--- src/rtl/fetch_pkg.sv ---
// Shared helpers and types for the fetch/unpack queue and its consumers.
// Derived-constant functions keep the width arithmetic in one place.
package fetch_pkg;

  function automatic int unsigned slots(input int unsigned bus_w, input int unsigned ins_w);
    return bus_w / ins_w;
  endfunction

  function automatic int unsigned ins_bytes(input int unsigned ins_w);
    return ins_w / 8;
  endfunction

  // Index of the instruction slot that pc selects within its bus beat.
  function automatic int unsigned slot_of_pc(input logic [63:0] pc, input int unsigned bus_w,
                                             input int unsigned ins_w);
    logic [63:0] off;
    off = pc & (64'(bus_w / 8) - 64'd1);
    return int'(off[31:0]) / (ins_w / 8);
  endfunction

  typedef struct packed {
    logic [31:0] ins;
    logic [63:0] pc;
  } fetch_entry_t;

endpackage

--- src/rtl/fetch_queue_mem.sv ---
// Circular instruction storage: up to SLOTS consecutive entries written per cycle
// starting at wr_ptr, one entry read from rd_ptr.
module fetch_queue_mem #(
  parameter int unsigned DEPTH     = 8,
  parameter int unsigned INS_WIDTH = 32,
  parameter int unsigned SLOTS     = 2,
  parameter int unsigned PTR_W     = $clog2(DEPTH),
  parameter int unsigned N_W       = $clog2(SLOTS) + 1
) (
  input  logic                         clk,
  input  logic                         wr_en,
  input  logic [PTR_W-1:0]             wr_ptr,
  input  logic [N_W-1:0]               wr_n,
  input  logic [SLOTS*INS_WIDTH-1:0]   wr_data,
  input  logic [PTR_W-1:0]             rd_ptr,
  output logic [INS_WIDTH-1:0]         rd_data
);

  logic [INS_WIDTH-1:0] mem_q [DEPTH];

  // Entry j of the packed write data lands at wr_ptr+j; the pointer sum wraps naturally.
  always_ff @(posedge clk) begin
    if (wr_en) begin
      for (int j = 0; j < int'(SLOTS); j++) begin
        if (N_W'(j) < wr_n) begin
          mem_q[wr_ptr + PTR_W'(j)] <= wr_data[j*INS_WIDTH +: INS_WIDTH];
        end
      end
    end
  end

  assign rd_data = mem_q[rd_ptr];

endmodule

--- src/rtl/fetch_unpack_queue.sv ---
// Fetch queue: unpacks bus beats into PC-tagged instructions for decode.
// Optional zero-instruction halt enabled by defining FETCH_HALT_ON_ZERO_EN.
module fetch_unpack_queue
  import fetch_pkg::*;
#(
  parameter int unsigned BUS_DATA_WIDTH = 64,
  parameter int unsigned INS_WIDTH      = 32,
  parameter int unsigned DEPTH          = 8,
  parameter int unsigned ADDR_WIDTH     = 64,
  parameter logic [ADDR_WIDTH-1:0] RESET_PC = '0
) (
  input  logic                       clk,
  input  logic                       reset,
  input  logic                       redirect,
  input  logic [ADDR_WIDTH-1:0]      redirect_pc,
  input  logic                       bus_valid,
  input  logic [BUS_DATA_WIDTH-1:0]  bus_data,
  output logic                       bus_ready,
  output logic                       ins_valid,
  output logic [INS_WIDTH-1:0]       ins,
  output logic [ADDR_WIDTH-1:0]      ins_pc,
  input  logic                       ins_ready,
  output logic [$clog2(DEPTH):0]     ins_count,
  output logic                       halt
);

  localparam int unsigned SLOTS     = slots(BUS_DATA_WIDTH, INS_WIDTH);
  localparam int unsigned INS_BYTES = ins_bytes(INS_WIDTH);
  localparam int unsigned PTR_W     = $clog2(DEPTH);
  localparam int unsigned CNT_W     = PTR_W + 1;
  localparam int unsigned N_W       = $clog2(SLOTS) + 1;
  localparam int unsigned SKIP_W    = (SLOTS > 1) ? $clog2(SLOTS) : 1;
  localparam logic [SKIP_W-1:0] RESET_SKIP =
    SKIP_W'(slot_of_pc(64'(RESET_PC), BUS_DATA_WIDTH, INS_WIDTH));

  logic [CNT_W-1:0]          count_q, count_d;
  logic [PTR_W-1:0]          rd_ptr_q, rd_ptr_d, wr_ptr_q, wr_ptr_d;
  logic [ADDR_WIDTH-1:0]     head_pc_q, head_pc_d;
  logic [SKIP_W-1:0]         skip_q, skip_d;
  logic                      halt_w, push, pop;
  logic [N_W-1:0]            push_n;
  logic [BUS_DATA_WIDTH-1:0] shifted_data;
  logic [INS_WIDTH-1:0]      rd_data;

  assign bus_ready = !reset && !redirect && !halt_w && (count_q <= CNT_W'(DEPTH - SLOTS));
  assign ins_valid = !reset && !halt_w && (count_q != '0);
  assign push      = bus_valid && bus_ready;
  assign pop       = ins_valid && ins_ready && !redirect;
  assign push_n    = N_W'(SLOTS) - N_W'(skip_q);
  // Skipped low slots are shifted out so the kept ones pack from entry 0.
  assign shifted_data = bus_data >> (skip_q * INS_WIDTH);

  always_comb begin
    count_d   = count_q;
    rd_ptr_d  = rd_ptr_q;
    wr_ptr_d  = wr_ptr_q;
    head_pc_d = head_pc_q;
    skip_d    = skip_q;
    if (redirect) begin
      count_d   = '0;
      rd_ptr_d  = '0;
      wr_ptr_d  = '0;
      head_pc_d = redirect_pc & ~ADDR_WIDTH'(INS_BYTES - 1);
      skip_d    = SKIP_W'(slot_of_pc(64'(redirect_pc), BUS_DATA_WIDTH, INS_WIDTH));
    end else begin
      if (push) begin
        wr_ptr_d = wr_ptr_q + PTR_W'(push_n);
        skip_d   = '0;
      end
      if (pop) begin
        rd_ptr_d  = rd_ptr_q + PTR_W'(1);
        head_pc_d = head_pc_q + ADDR_WIDTH'(INS_BYTES);
      end
      count_d = count_q + CNT_W'(push ? push_n : N_W'(0)) - CNT_W'(pop);
    end
  end

  always_ff @(posedge clk) begin
    if (reset) begin
      count_q   <= '0;
      rd_ptr_q  <= '0;
      wr_ptr_q  <= '0;
      head_pc_q <= RESET_PC;
      skip_q    <= RESET_SKIP;
    end else begin
      count_q   <= count_d;
      rd_ptr_q  <= rd_ptr_d;
      wr_ptr_q  <= wr_ptr_d;
      head_pc_q <= head_pc_d;
      skip_q    <= skip_d;
    end
  end

`ifdef FETCH_HALT_ON_ZERO_EN
  logic halt_q, halt_d;

  always_comb begin
    halt_d = halt_q;
    if (redirect) begin
      halt_d = 1'b0;
    end else if (pop && (rd_data == '0)) begin
      halt_d = 1'b1;
    end
  end

  always_ff @(posedge clk) begin
    if (reset) begin
      halt_q <= 1'b0;
    end else begin
      halt_q <= halt_d;
    end
  end

  assign halt_w = halt_q;
`else
  assign halt_w = 1'b0;
`endif

  fetch_queue_mem #(
    .DEPTH     (DEPTH),
    .INS_WIDTH (INS_WIDTH),
    .SLOTS     (SLOTS),
    .PTR_W     (PTR_W),
    .N_W       (N_W)
  ) u_mem (
    .clk     (clk),
    .wr_en   (push),
    .wr_ptr  (wr_ptr_q),
    .wr_n    (push_n),
    .wr_data (shifted_data[SLOTS*INS_WIDTH-1:0]),
    .rd_ptr  (rd_ptr_q),
    .rd_data (rd_data)
  );

  assign ins       = rd_data;
  assign ins_pc    = head_pc_q;
  assign ins_count = count_q;
  assign halt      = halt_w;

endmodule

--- config.mk ---
export PLATFORM = sky130hd
export DESIGN_NAME = fetch_unpack_queue
export DESIGN_NICKNAME = d
export VERILOG_FILES = /design/src/rtl/fetch_pkg.sv /design/src/rtl/fetch_queue_mem.sv /design/src/rtl/fetch_unpack_queue.sv
export SDC_FILE = /design/constraint.sdc
export NUM_CORES = 1
export LEC_CHECK = 0
export CORE_MARGIN = 5
export CORE_UTILIZATION = 60
export CTS_CLUSTER_DIAMETER = 80
export DETAILED_ROUTE_END_ITERATION = 16
export GPL_TIMING_DRIVEN = 1
export PLACE_DENSITY = 0.86
export SLEW_MARGIN = 30
export SYNTH_ARGS = -nofsm -noshare
export SYNTH_HDL_FRONTEND = slang
export SYNTH_SLANG_ARGS = --single-unit
--- constraint.sdc ---
create_clock -name clk -period 9.35 [get_ports clk]
set_clock_uncertainty 0.2 [all_clocks]
set_input_delay 1.87 -clock clk [delete_from_list [all_inputs] [get_ports clk]]
set_output_delay 1.87 -clock clk [all_outputs]
set_load 0.005 [all_outputs]
==> metrics.md <==
| Metric | Value |
|---|---|
| Net switching power | 793 uW |
| Net count reported at finish | 1607 |
| Nature of the critical path endpoint | output port |
| Post-CTS setup repair buffer count | 0 |
| 1st-iter DRT viols | 1281 |
| Final global-route overflow total | 0 |
| Register area share after synthesis | 53.3% |
| Unrepaired setup endpoints after global routing | no |
| Achievable clock frequency | 0.173 GHz |
| Critical Setup Path Class | primary input to output port |
| Cts-stage hold buffer count | 0 |
| Longest Clk Path Bufs | 3 |
| Post-cts gate resize count | 0 |
| Most frequently used flop master after synthesis | sky130_fd_sc_hd__edfxtp_1 |
| Internal power contribution | 2.67 mW |
| Number of sinks handled by clock tree synthesis | 332 |
| Die Wd | 180 um |
| Global-route usage over all layers | 27.5% |
| Hold crit path type | flip-flop to flip-flop |
| Post-synth top area cell | sky130_fd_sc_hd__edfxtp_1 |
| Max Slew Vio Count | 0 |
| 1st-pass router iterations | 5 |
| Initial antenna violation count | 7 |
| Largest cells by area after synthesis | sky130_fd_sc_hd__edfxtp_1 44%, sky130_fd_sc_hd__mux2_2 19%, sky130_fd_sc_hd__dfxtp_1 8.8% |
| Area growth from synthesis to layout | 22.7% |
| Highest net fanout along the worst path | 51 |
| Total wirelength of the detailed-routed design | 45400 um |
| Starting utilization of the core area | 60.6% |
| Post-Synthesis Cell Area | 17300 sq um |
| Minimum clock period | 5790 ps |
| Syn_area_per_cell | 13.7 sq um |
| Clock tree from TritonCTS | yes |
| Register bit count reported by yosys | 332 |
| Global-route wire length before repair | 71000 um |
| Result of the run | completed |
| Static leakage power | 6.88 nW |
| Pin count of the biggest net entering global routing | 88 |
| Placeable core area | 28500 sq um |
| Mean routed wirelength per cell | 24.2 um |
| Required time at the worst-slack endpoint | 7280 ps |
| Number of enable flip-flop cells after synthesis | 256 |
| Share of async-settable or async-resettable flops after synthesis | 0% |
| H-tree levels | 2 |
| Via count of the first global-routing pass | 12433 |
| Dominant cell by count in the synthesized netlist | sky130_fd_sc_hd__mux2_2 |
| Detailed Place HPWL | 27200 um |
| Worst skew pair latency | 520 ps |
| Switching fraction of total power | 22.9% |
| Clock transition time at the flip-flop clock pins of the worst setup and hold paths | 60 ps |
| DRC Markers | 0 |
| Clock Power Share | 39.9% |
| Setup violators final | 0 |
| Count of final hold-check violations | 0 |
| Number of warnings reported in the yosys synthesis log | 0 |
| Max-cap violations | 0 |
| Die footprint | 32300 sq um |
| Fraction of layout cells with a size suffix above 1 | 30.7% |
| Combinational share of power | 11.8% |
| Total I/O pin count | 236 |
| Vias after detailed routing | 12057 |
| Count of distinct cell types in the synthesized netlist | 61 |
| Startpoint class of the critical path | primary input |
| Final estimated routing congestion in global placement | 0.875 |
| Measured slew at the worst slew-check pin | 1010 ps |
| I/O Buffers | 230 |
| Share of the clock period used by the worst path | 61.9% |
| Maximum VDD drop | 0.000105 V |
| Site row count | 62 |
| Vertical extent of the die | 180 um |
| Commonest cells in the synthesized netlist | 288 x sky130_fd_sc_hd__mux2_2, 256 x sky130_fd_sc_hd__edfxtp_1, 76 x sky130_fd_sc_hd__dfxtp_1 |
| Filler cell count | 1780 |
| Post-DR vias/cell | 6.42 |
| Max transition margin | 32.6% |
| Number of routed nets with antenna violations | 0 |
| Signal arrival time at the worst endpoint | 3720 ps |
| Power share of the sequential group | 48.2% |
| CTS buffer count | 35 |
| Synth Instances | 1258 |
| Share of Yosys cell area claimed by the top area cell type | 44.5% |
| Aggregate negative setup slack | 0 ps |
| Final Total Pwr | 3.46 mW |
| Root cell of the clock tree | sky130_fd_sc_hd__clkbuf_16 |
| PD cells | 163 nW/um^2 |
[final cells by class]
class                      instances  area [sq um]  share of cell area, %
tap                              384           480                   2.27
clock inverter                    15           143                  0.673
inverter                          36           135                  0.637
clock buffer                      48           996                   4.70
multi-input combinational        803          7750                   36.6
timing repair buffer             253          2470                   11.6
antenna                            6          15.0                 0.0708
sequential                       332          9220                   43.5
[critical path, stage by stage]
cell and delay, ps:
sky130_fd_sc_hd__clkdlybuf4s50_1 410, sky130_fd_sc_hd__buf_4 280, sky130_fd_sc_hd__nor2_1 370, sky130_fd_sc_hd__o21a_1 220
sky130_fd_sc_hd__clkdlybuf4s50_1 550
[per-layer routing]
layer	GRT usage, %	share of wire, %	vias up
li1	-	-	5349
met1	36.4	39	6007
met5	0	0.024	-
met3	5.42	8.1	83
met4	9.39	2.7	2
met2	45.8	50	616
[kinds of logic (layout without fill, tap and decap cells)]
kind of cell             count (synthesis)  count (layout)  synth area share, %
buffers and inverters                  125             352                 2.82
AND/OR/NAND/NOR                        271             271                 8.46
adder cells (fa/ha/maj)                 13              13                 1.03
flip-flops                             332             332                 53.3
multiplexers                           358             358                 27.4
XOR/XNOR                                42              42                 2.13
AO/OA/AOI/OAI                          116             116                 4.84
other                                    1               9               0.0217
[worst paths after layout]
check | from | to | slack, ps | cells past startpoint
hold reg to reg | rd_ptr_q[2] | flip-flop | 340 | 2
hold / removal | rd_ptr_q[2] | flip-flop | 340 | 2
setup reg to reg | wr_ptr_q[0] | u_mem.mem_q[4][25] | 5750 | 7
setup / recovery | redirect | bus_ready | 3560 | 5
[placed cells by master (no fill, tap or decap), types with 7 or more instances in the layout]
cell	instances
sky130_fd_sc_hd__a2111oi_0	9
sky130_fd_sc_hd__a211oi_1	37
sky130_fd_sc_hd__a21oi_1	15
sky130_fd_sc_hd__a311oi_1	9
sky130_fd_sc_hd__and4_1	13
sky130_fd_sc_hd__buf_4	23
sky130_fd_sc_hd__clkbuf_1	7
sky130_fd_sc_hd__clkbuf_16	36
sky130_fd_sc_hd__clkdlybuf4s50_1	229
sky130_fd_sc_hd__dfxtp_1	73
sky130_fd_sc_hd__edfxtp_1	256
sky130_fd_sc_hd__ha_1	11
sky130_fd_sc_hd__inv_1	34
sky130_fd_sc_hd__mux2_2	288
sky130_fd_sc_hd__mux4_2	64
sky130_fd_sc_hd__nand2_1	41
sky130_fd_sc_hd__nand3_1	24
sky130_fd_sc_hd__nand4_1	18
sky130_fd_sc_hd__nor2_1	65
sky130_fd_sc_hd__nor2_4	8
sky130_fd_sc_hd__nor3_1	27
sky130_fd_sc_hd__nor4_1	15
sky130_fd_sc_hd__o21ai_0	12
sky130_fd_sc_hd__or3_1	8
sky130_fd_sc_hd__or4_1	8
sky130_fd_sc_hd__xnor2_1	36
[sequential cells by signal (all words and copies together), names as in the netlist, named ones only]
name and cells:
u_mem.mem_q 256, ins_pc 62, rd_ptr_q 3, ins_count 4, wr_ptr_q 3, skip_q 1
[through the flow]
stage	utilization, %	cells	hold slack (ps)	worst slack (ps)	instance area (sq um)
final	74.3	1877	343	3560	21200
after detailed placement	70.2	1808	319	3580	20000
after global placement	70.2	1808	298	3610	20000
after floorplan	-	1260	285	4530	17300
after global routing	74.3	1877	390	3460	21200
after CTS	74.2	1871	349	3570	21200
[power by group through the flow]
stage,sequential (mW),combinational (mW),clock (mW)
finish,1.67,0.410,1.38
detailed placement,1.70,0.403,0
global route,1.67,0.439,1.46
CTS,1.67,0.409,1.39
floorplan,1.69,0.215,0
global placement,1.70,0.391,0
Note: power is estimated with default switching activity, not from simulation.
